### config.mk
export PLATFORM = sky130hd
export DESIGN_NAME = mem_stage
export DESIGN_NICKNAME = d
export VERILOG_FILES = /design/src/rtl/mem_stage.sv
export SDC_FILE = /design/constraint.sdc
export NUM_CORES = 1
export LEC_CHECK = 0
export BUFFER_PORTS_ARGS = -buffer_cell sky130_fd_sc_hd__buf_4
export CORE_MARGIN = 1
export CORE_UTILIZATION = 45
export DETAILED_ROUTE_END_ITERATION = 12
export PLACE_DENSITY = 0.82
export SLEW_MARGIN = 20
export SYNTH_ARGS = -nofsm -noshare
export SYNTH_HDL_FRONTEND = slang
export SYNTH_SLANG_ARGS = --single-unit
### constraint.sdc
create_clock -name clk -period 3.35 [get_ports clk]
set_clock_uncertainty 0.15 [all_clocks]
set_input_delay 0.5025 -clock clk [delete_from_list [all_inputs] [get_ports clk]]
set_output_delay 0.5025 -clock clk [all_outputs]
set_load 0.01 [all_outputs]
### src/rtl/mem_stage.sv
// Memory-access stage: drives a req/ack data port, formats loads and stores,
// stalls upstream while an access is outstanding, registers write-back results.
module mem_stage #(
    parameter bit ACK_IN_IDLE_IGNORE = 1'b1
) (
    input  logic        clk,
    input  logic        rst,
    input  logic        ex_valid,
    input  logic        ex_mem_rd,
    input  logic        ex_mem_wr,
    input  logic [2:0]  ex_funct3,
    input  logic [31:0] ex_addr,
    input  logic [31:0] ex_wdata,
    input  logic [4:0]  ex_rd,
    input  logic        ex_regwrite,
    output logic        stall,
    output logic        dmem_req,
    output logic        dmem_we,
    output logic [31:0] dmem_addr,
    output logic [31:0] dmem_wdata,
    output logic [3:0]  dmem_be,
    input  logic [31:0] dmem_rdata,
    input  logic        dmem_ack,
    output logic        wb_valid,
    output logic [4:0]  wb_rd,
    output logic        wb_regwrite,
    output logic [31:0] wb_data,
    output logic        mem_fault
);

    typedef enum logic {IDLE, WAIT} state_t;

    state_t      state;
    logic [2:0]  cap_funct3;
    logic [1:0]  cap_off;
    logic [4:0]  cap_rd;
    logic        cap_regwrite;

    logic        memop;
    logic        bad_funct3;
    logic        misaligned;
    logic        fault;
    logic        ack_seen;
    logic [3:0]  st_be;
    logic [31:0] st_wdata;
    logic [31:0] rd_shifted;
    logic [31:0] ld_data;

    // Classify the EX instruction and decide whether it must be killed
    assign memop      = ex_valid & (ex_mem_rd | ex_mem_wr);
    assign bad_funct3 = (ex_funct3 == 3'b011) | (ex_funct3 == 3'b110) |
                        (ex_funct3 == 3'b111) | (ex_mem_wr & ex_funct3[2]);
    assign misaligned = ((ex_funct3[1:0] == 2'b01) & ex_addr[0]) |
                        ((ex_funct3[1:0] == 2'b10) & (ex_addr[1:0] != 2'b00));
    assign fault      = memop & ((ex_mem_rd & ex_mem_wr) | bad_funct3 | misaligned);

    // An ack only counts while an access is outstanding
    assign ack_seen = dmem_ack & ((state == WAIT) | !ACK_IN_IDLE_IGNORE);

    // Hold upstream while a request is being launched or is still in flight
    assign stall = ((state == IDLE) & memop & !fault) | ((state == WAIT) & !ack_seen);

    // Store lane placement and data replication
    always_comb begin
        st_be    = 4'b1111;
        st_wdata = ex_wdata;
        case (ex_funct3[1:0])
            2'b00: begin
                st_be    = 4'(4'b0001 << ex_addr[1:0]);
                st_wdata = {4{ex_wdata[7:0]}};
            end
            2'b01: begin
                st_be    = ex_addr[1] ? 4'b1100 : 4'b0011;
                st_wdata = {2{ex_wdata[15:0]}};
            end
            default: begin
                st_be    = 4'b1111;
                st_wdata = ex_wdata;
            end
        endcase
    end

    // Load lane select and extension using the captured offset and funct3
    assign rd_shifted = dmem_rdata >> {cap_off, 3'b000};

    always_comb begin
        ld_data = dmem_rdata;
        case (cap_funct3)
            3'b000:  ld_data = {{24{rd_shifted[7]}}, rd_shifted[7:0]};
            3'b001:  ld_data = {{16{rd_shifted[15]}}, rd_shifted[15:0]};
            3'b100:  ld_data = {24'd0, rd_shifted[7:0]};
            3'b101:  ld_data = {16'd0, rd_shifted[15:0]};
            default: ld_data = dmem_rdata;
        endcase
    end

    // Stage FSM with registered memory-port and write-back outputs
    always_ff @(posedge clk) begin
        if (rst) begin
            state        <= IDLE;
            cap_funct3   <= 3'd0;
            cap_off      <= 2'd0;
            cap_rd       <= 5'd0;
            cap_regwrite <= 1'b0;
            dmem_req     <= 1'b0;
            dmem_we      <= 1'b0;
            dmem_addr    <= 32'd0;
            dmem_wdata   <= 32'd0;
            dmem_be      <= 4'd0;
            wb_valid     <= 1'b0;
            wb_rd        <= 5'd0;
            wb_regwrite  <= 1'b0;
            wb_data      <= 32'd0;
            mem_fault    <= 1'b0;
        end else begin
            wb_valid  <= 1'b0;
            mem_fault <= 1'b0;
            case (state)
                IDLE: begin
                    if (fault) begin
                        mem_fault <= 1'b1;
                    end else if (memop) begin
                        cap_funct3   <= ex_funct3;
                        cap_off      <= ex_addr[1:0];
                        cap_rd       <= ex_rd;
                        cap_regwrite <= ex_regwrite;
                        dmem_req     <= 1'b1;
                        dmem_we      <= ex_mem_wr;
                        dmem_addr    <= {ex_addr[31:2], 2'b00};
                        dmem_wdata   <= ex_mem_wr ? st_wdata : 32'd0;
                        dmem_be      <= ex_mem_wr ? st_be : 4'b1111;
                        state        <= WAIT;
                    end else if (ex_valid) begin
                        wb_valid    <= 1'b1;
                        wb_rd       <= ex_rd;
                        wb_regwrite <= ex_regwrite;
                        wb_data     <= ex_addr;
                    end
                end
                WAIT: begin
                    if (ack_seen) begin
                        state       <= IDLE;
                        dmem_req    <= 1'b0;
                        wb_valid    <= 1'b1;
                        wb_rd       <= cap_rd;
                        wb_regwrite <= dmem_we ? 1'b0 : cap_regwrite;
                        wb_data     <= dmem_we ? 32'd0 : ld_data;
                    end
                end
            endcase
        end
    end

endmodule
# Word-level counts from Yosys, hierarchy flattened
# Cells that the tools add are included.
# W data, S select, Z words.
[word_totals]
reg_bits = 120
latch_bits = 0
ram_bits = 0
rom_bits = 0
inputBits = 111
output_inout_bits = 111
wordCells = 96
memories = 0
[classes]
add_sub_neg = 0
multipliers = 0
n_div = 0
order_cmp = 0
eq_ne = 13
n_shift = 2
mux = 37
bitwise_logic = 20
n_reduce_logical = 9
[op_table]
columns = ["op", "n"]
rows = [
  ["$mux W32", 6],
  ["$pmux W32 S2", 2],
  ["$pmux W32 S4", 1],
  ["$shr A32 B5 Y16", 1],
  ["$mux W5", 4],
  ["$mux W1", 16],
  ["$eq A3 B3 Y1 const B", 4],
  ["$and A1 B1 Y1", 10],
  ["$pmux W5 S2", 1],
  ["$mux W4", 2],
  ["$ne A2 B2 Y1 const B", 4],
  ["$or A1 B1 Y1", 8],
  ["$pmux W1 S2", 4],
  ["$pmux W4 S2", 1],
  ["$reduce_and A3 Y1", 2],
  ["$reduce_and A4 Y1", 1],
  ["$shl A1 B2 Y4 const A", 1],
  ["$eq A3 B1 Y1 const B", 1],
  ["$eq A3 B2 Y1 const B", 1],
  ["$logic_not A3 Y1", 1],
  ["$eq A2 B1 Y1 const B", 1],
  ["$eq A2 B2 Y1 const B", 1],
  ["$logic_not A1 Y1", 2],
  ["$logic_not A2 Y1", 1],
  ["other kinds (4)", 5],
]

# Longest topological paths before layout
[depth]
ltp_word = 10
ltp_mapped = 7
depth_no_buf = 4

# Worst setup path before layout
# No wires, ideal clock.
[synth_path]
path_type = "input-to-output"
start = "input ex_funct3[1]"
end = "output stall"
t_arrival_ps = 1832
t_required_ps = 2697
path_slack_ps = 865
path_stages = 7
path_buffers = 3
path_cell_list = "clkbuf_1 > o21ai_0 > o211a_1 > clkbuf_1 > nand2_1 > clkbuf_1 > nand2_1"
[synth_via]
elab_chain_cells = 10
word_cells_on_any_way = 17
classes_between = "eq/ne: 5; bitwise: 11; reduce/logical: 1"
[synth_lines]
columns = ["item", "line_no", "text"]
rows = [
  ["start, declared", "11", "input logic [2:0] ex_funct3,"],
  ["$eq A3 B2 Y1 / $eq A3 B3 Y1 (equally long branches)", "51", "assign bad_funct3 = (ex_funct3 == 3'b011) | (ex_funct3 == 3'b110) |"],
  ["$or A1 B1 Y1 (2 in a row)", "51", ""],
  ["$or A1 B1 Y1", "52", "(ex_funct3 == 3'b111) | (ex_mem_wr & ex_funct3[2]);"],
  ["$or A1 B1 Y1", "55", "assign fault = memop & ((ex_mem_rd & ex_mem_wr) | bad_funct3 | misaligned);"],
  ["$or A1 B1 Y1 (*)", "55", ""],
  ["$and A1 B1 Y1 (*)", "55", ""],
  ["$logic_not A1 Y1 (*)", "61", "assign stall = ((state == IDLE) & memop & !fault) | ((state == WAIT) & !ack_seen);"],
  ["$and A1 B1 Y1 (*)", "61", ""],
  ["$or A1 B1 Y1 (*)", "61", ""],
  ["end, declared", "16", "output logic stall,"],
]
# Mark *: on every way between the ends. The rest lies on a longest branch, timed or not.

# Worst setup path in the final report
[layout_path]
start = "register state"
end = "output stall"
[layout_via]
elab_chain_cells = 4
word_cells_on_any_way = 7
classes_between = "bitwise: 6; reduce/logical: 1"
[layout_lines]
columns = ["item", "line_no", "text"]
rows = [
  ["start, declared", "33", "state_t state;"],
  ["start signal, assigned", "100", "state <= IDLE;"],
  ["start signal, assigned", "132", "state <= WAIT;"],
  ["start signal, assigned", "142", "state <= IDLE;"],
  ["$and A1 B1 Y1 / $not A1 Y1 (equally long branches)", "--", ""],
  ["$logic_not A1 Y1 / $and A1 B1 Y1 (equally long branches)", "61", ""],
  ["$and A1 B1 Y1", "61", ""],
  ["$or A1 B1 Y1 (*)", "61", ""],
]
# Marks and branches as above.

==> metrics.csv <==
metric,value,unit
largest net degree at the start of global routing,69,
share of power burned in registers,0.396,
fill count,1121,
Die X,116,microns
Final #Nets,984,
final wirelength,19500,microns
register area share after synthesis,0.410,
"Cell Area, Placed",0.00755,sq mm
Yosys Warn Count,0,
distinct cell type count after synthesis,47,
P_leak,3.25,nW
setup TNS,0,ns
synthesized area per cell,8.44,sq um
TritonCTS Buffers,17,
Vias/cell,5.82,
"commonest non-fill, non-tap cell in the layout",buf_4,
minimum clock period,2.95,ns
total congestion overflow,0,
status,"complete, no violations",
setup bufs post-CTS,0,
pwr dens,475,mW/mm^2
row cnt,41,
Post-CTS Hold Fix Bufs,0,
Initial Util,0.462,
final hold viol count,0,
via count,6154,
Bufs on Longest Clock Path,2,
Clock power frac,0.449,
fraction of final layout cells sized beyond drive strength 1,0.327,
internal cell power,0.00285,W
Logic pwr share,0.156,
Slew headroom,0.367,
max-slew violation count,0,
Worst EP required,2.70,ns
critical-path cell list,nor2b_1 -> buf_4 -> o21a_2 -> nand2_1 -> nand2_1 -> buf_4,
maxcap violations,0,
core area,0.0127,sq mm
final setup violation count,0,
CTS tree,built,
DR pass1 iterations,6,
Critical Path Start Type,flip-flop,
Cells after Synth,694,
crit-path max cell delay,0.49,ns
"CP delay by family, top",simple AND/OR/NAND/NOR gates,
Post-CTS Resized,0,
first-pass GRT wire length,29200,microns
met3 wire length,1460,microns
critical-path maximum fanout,25,
# DRC,0,
placer congestion estimate,0.875,
fin area,0.00812,sq mm
Port Buf Inserts,219,
routed length per placed instance,18.4,microns
Synth Register Bits,120,
Die Height,116,microns
Root Buffer,clkbuf_16,
WL met1,8540,microns
GRT Overall Usage,0.286,
most frequent cells in the layout,"232 x buf_4, 119 x dfxtp_1, 97 x a21oi_1",
Hold Crit Class,input port to flip-flop,
Syn Std Cell Area,0.00586,sq mm
CP Class,flip-flop to output pin,
CP endpoint kind,output pin,
vias in the first global route,5476,
die area,0.0135,sq mm
worst skew pair latency,0.42,ns
sw frac,0.261,
dpl hpwl,13600,microns
DR top layer,met4,
P_sw,0.00101,W
maximum vdd drop,0.297,mV
Critical Path Slowest Stage Cell,o21a_2,
IO Pins,222,
n_diodes,0,
CP arrival,2.30,ns
"EDFF count, synth",0,
H-tree levels,4,
Clock Sinks,120,
share of the clock period used by the worst path after layout,0.880,
area grow syn2layout,38.7,%
RSZ-0062 raised after global routing,no,
Most used DFF post-synth,dfxtp_1,
Routed met2 length,8880,microns
Fmax achieved,339,MHz
"CTS clk-pin slew, worst paths",0.05,ns
Worst Max-Slew Pin Slew,0.945,ns
asr flop ratio synth,0,
initial antenna violation count,0,
Buf/Inv on CP,2,
number of DRC markers in iteration 0,643,
Detail Route Antenna Nets,0,
==> final cells by class <==
type	count	area, sq um	area share
clock buffers	25	495	0.0610
clock inverters	7	67.6	0.00832
inverters	12	45.0	0.00555
multi-input cells	489	3130	0.386
flip-flops and latches	120	2400	0.296
well taps	172	215	0.0265
repair buffers	233	1760	0.217
==> registers in the layout, indices dropped and copies added (netlist names), 2 cells and up <==
name        cells
cap_rd          5
dmem_addr      30
wb_data        32
cap_off         2
dmem_be         4
wb_rd           5
cap_funct3      3
dmem_wdata     32
==> worst register-to-register path, stage by stage, from the launching register on <==
cell	delay [ns]
dfxtp_1	0.45
mux2i_1	0.16
mux4_2	0.46
or4_1	0.80
a311oi_1	0.39
==> power groups by stage <==
stage / Combinational (W) / Clock [W] / Sequential (W)
floorplan: 0.000288 / 0 / 0.00157
global placement: 0.000584 / 0 / 0.00155
detailed placement: 0.000592 / 0 / 0.00155
CTS: 0.000594 / 0.00174 / 0.00152
global route: 0.000649 / 0.00181 / 0.00153
finish: 0.000599 / 0.00173 / 0.00152
==> layer usage <==
metal  track usage  vias up
met3        0.0638       48
met1         0.393     2900
met4         0.126        0
met5             0        -
li1              -     2920
met2         0.428      286
==> path summary, 6_finish.rpt <==
kind | startpoint | endpoint | slack, ns | cells after the start
setup / recovery | state$_SDFF_PP0_ | stall | 0.40 | 6
hold / removal | ex_addr[20] | dmem_addr[20]$_SDFFE_PP0P_ | 0.21 | 3
setup reg to reg | cap_off[0]$_SDFFE_PP0P_ | wb_data[20]$_SDFFE_PP0P_ | 0.84 | 4
hold reg to reg | dmem_req$_SDFFE_PP0P_ | dmem_req$_SDFFE_PP0P_ | 0.31 | 2
==> per-stage QoR <==
step / setup slack, ns / util / power, W / hold WS [ns] / instances
detailed placement: 0.682 / 0.596 / 0.00214 / 0.301 / 1026
global placement: 0.704 / 0.596 / 0.00213 / 0.297 / 1026
floorplan: 0.865 / - / 0.00185 / 0.304 / 695
CTS: 0.423 / 0.641 / 0.00386 / 0.198 / 1058
finish: 0.401 / 0.641 / 0.00385 / 0.205 / 1058
global route: 0.265 / 0.641 / 0.00399 / 0.200 / 1058
==> synth_stat cells, drive strengths merged, types with 2 or more instances <==
cell type	n	area share
dfxtp	120	0.41
a221oi	13	0.019
nand2	16	0.010
o211ai	6	0.0077
o21bai	2	0.0026
nor4	9	0.0096
nand2b	13	0.014
mux2i	47	0.080
a21oi	97	0.083
o21ai	68	0.058
nor2b	32	0.034
a311oi	28	0.053
clkbuf	59	0.038
nand4	9	0.0096
a31o	8	0.012
nand3	41	0.035
a31oi	2	0.0021
o2bb2ai	16	0.024
nor3	7	0.0068
nand3b	8	0.010
a211oi	5	0.0064
buf	15	0.013
inv	11	0.0071
nor2	45	0.029
==> kinds of logic (layout without fill, tap and decap cells) <==
logic type,Yosys count,in the layout,share of synthesized area
compound gates,252,252,0.278
simple gates,186,186,0.166
flops,120,120,0.410
buf+inv,86,277,0.0588
mux,49,49,0.0861
other cells,1,2,0.000640
Note: power is estimated with default switching activity, not from simulation.
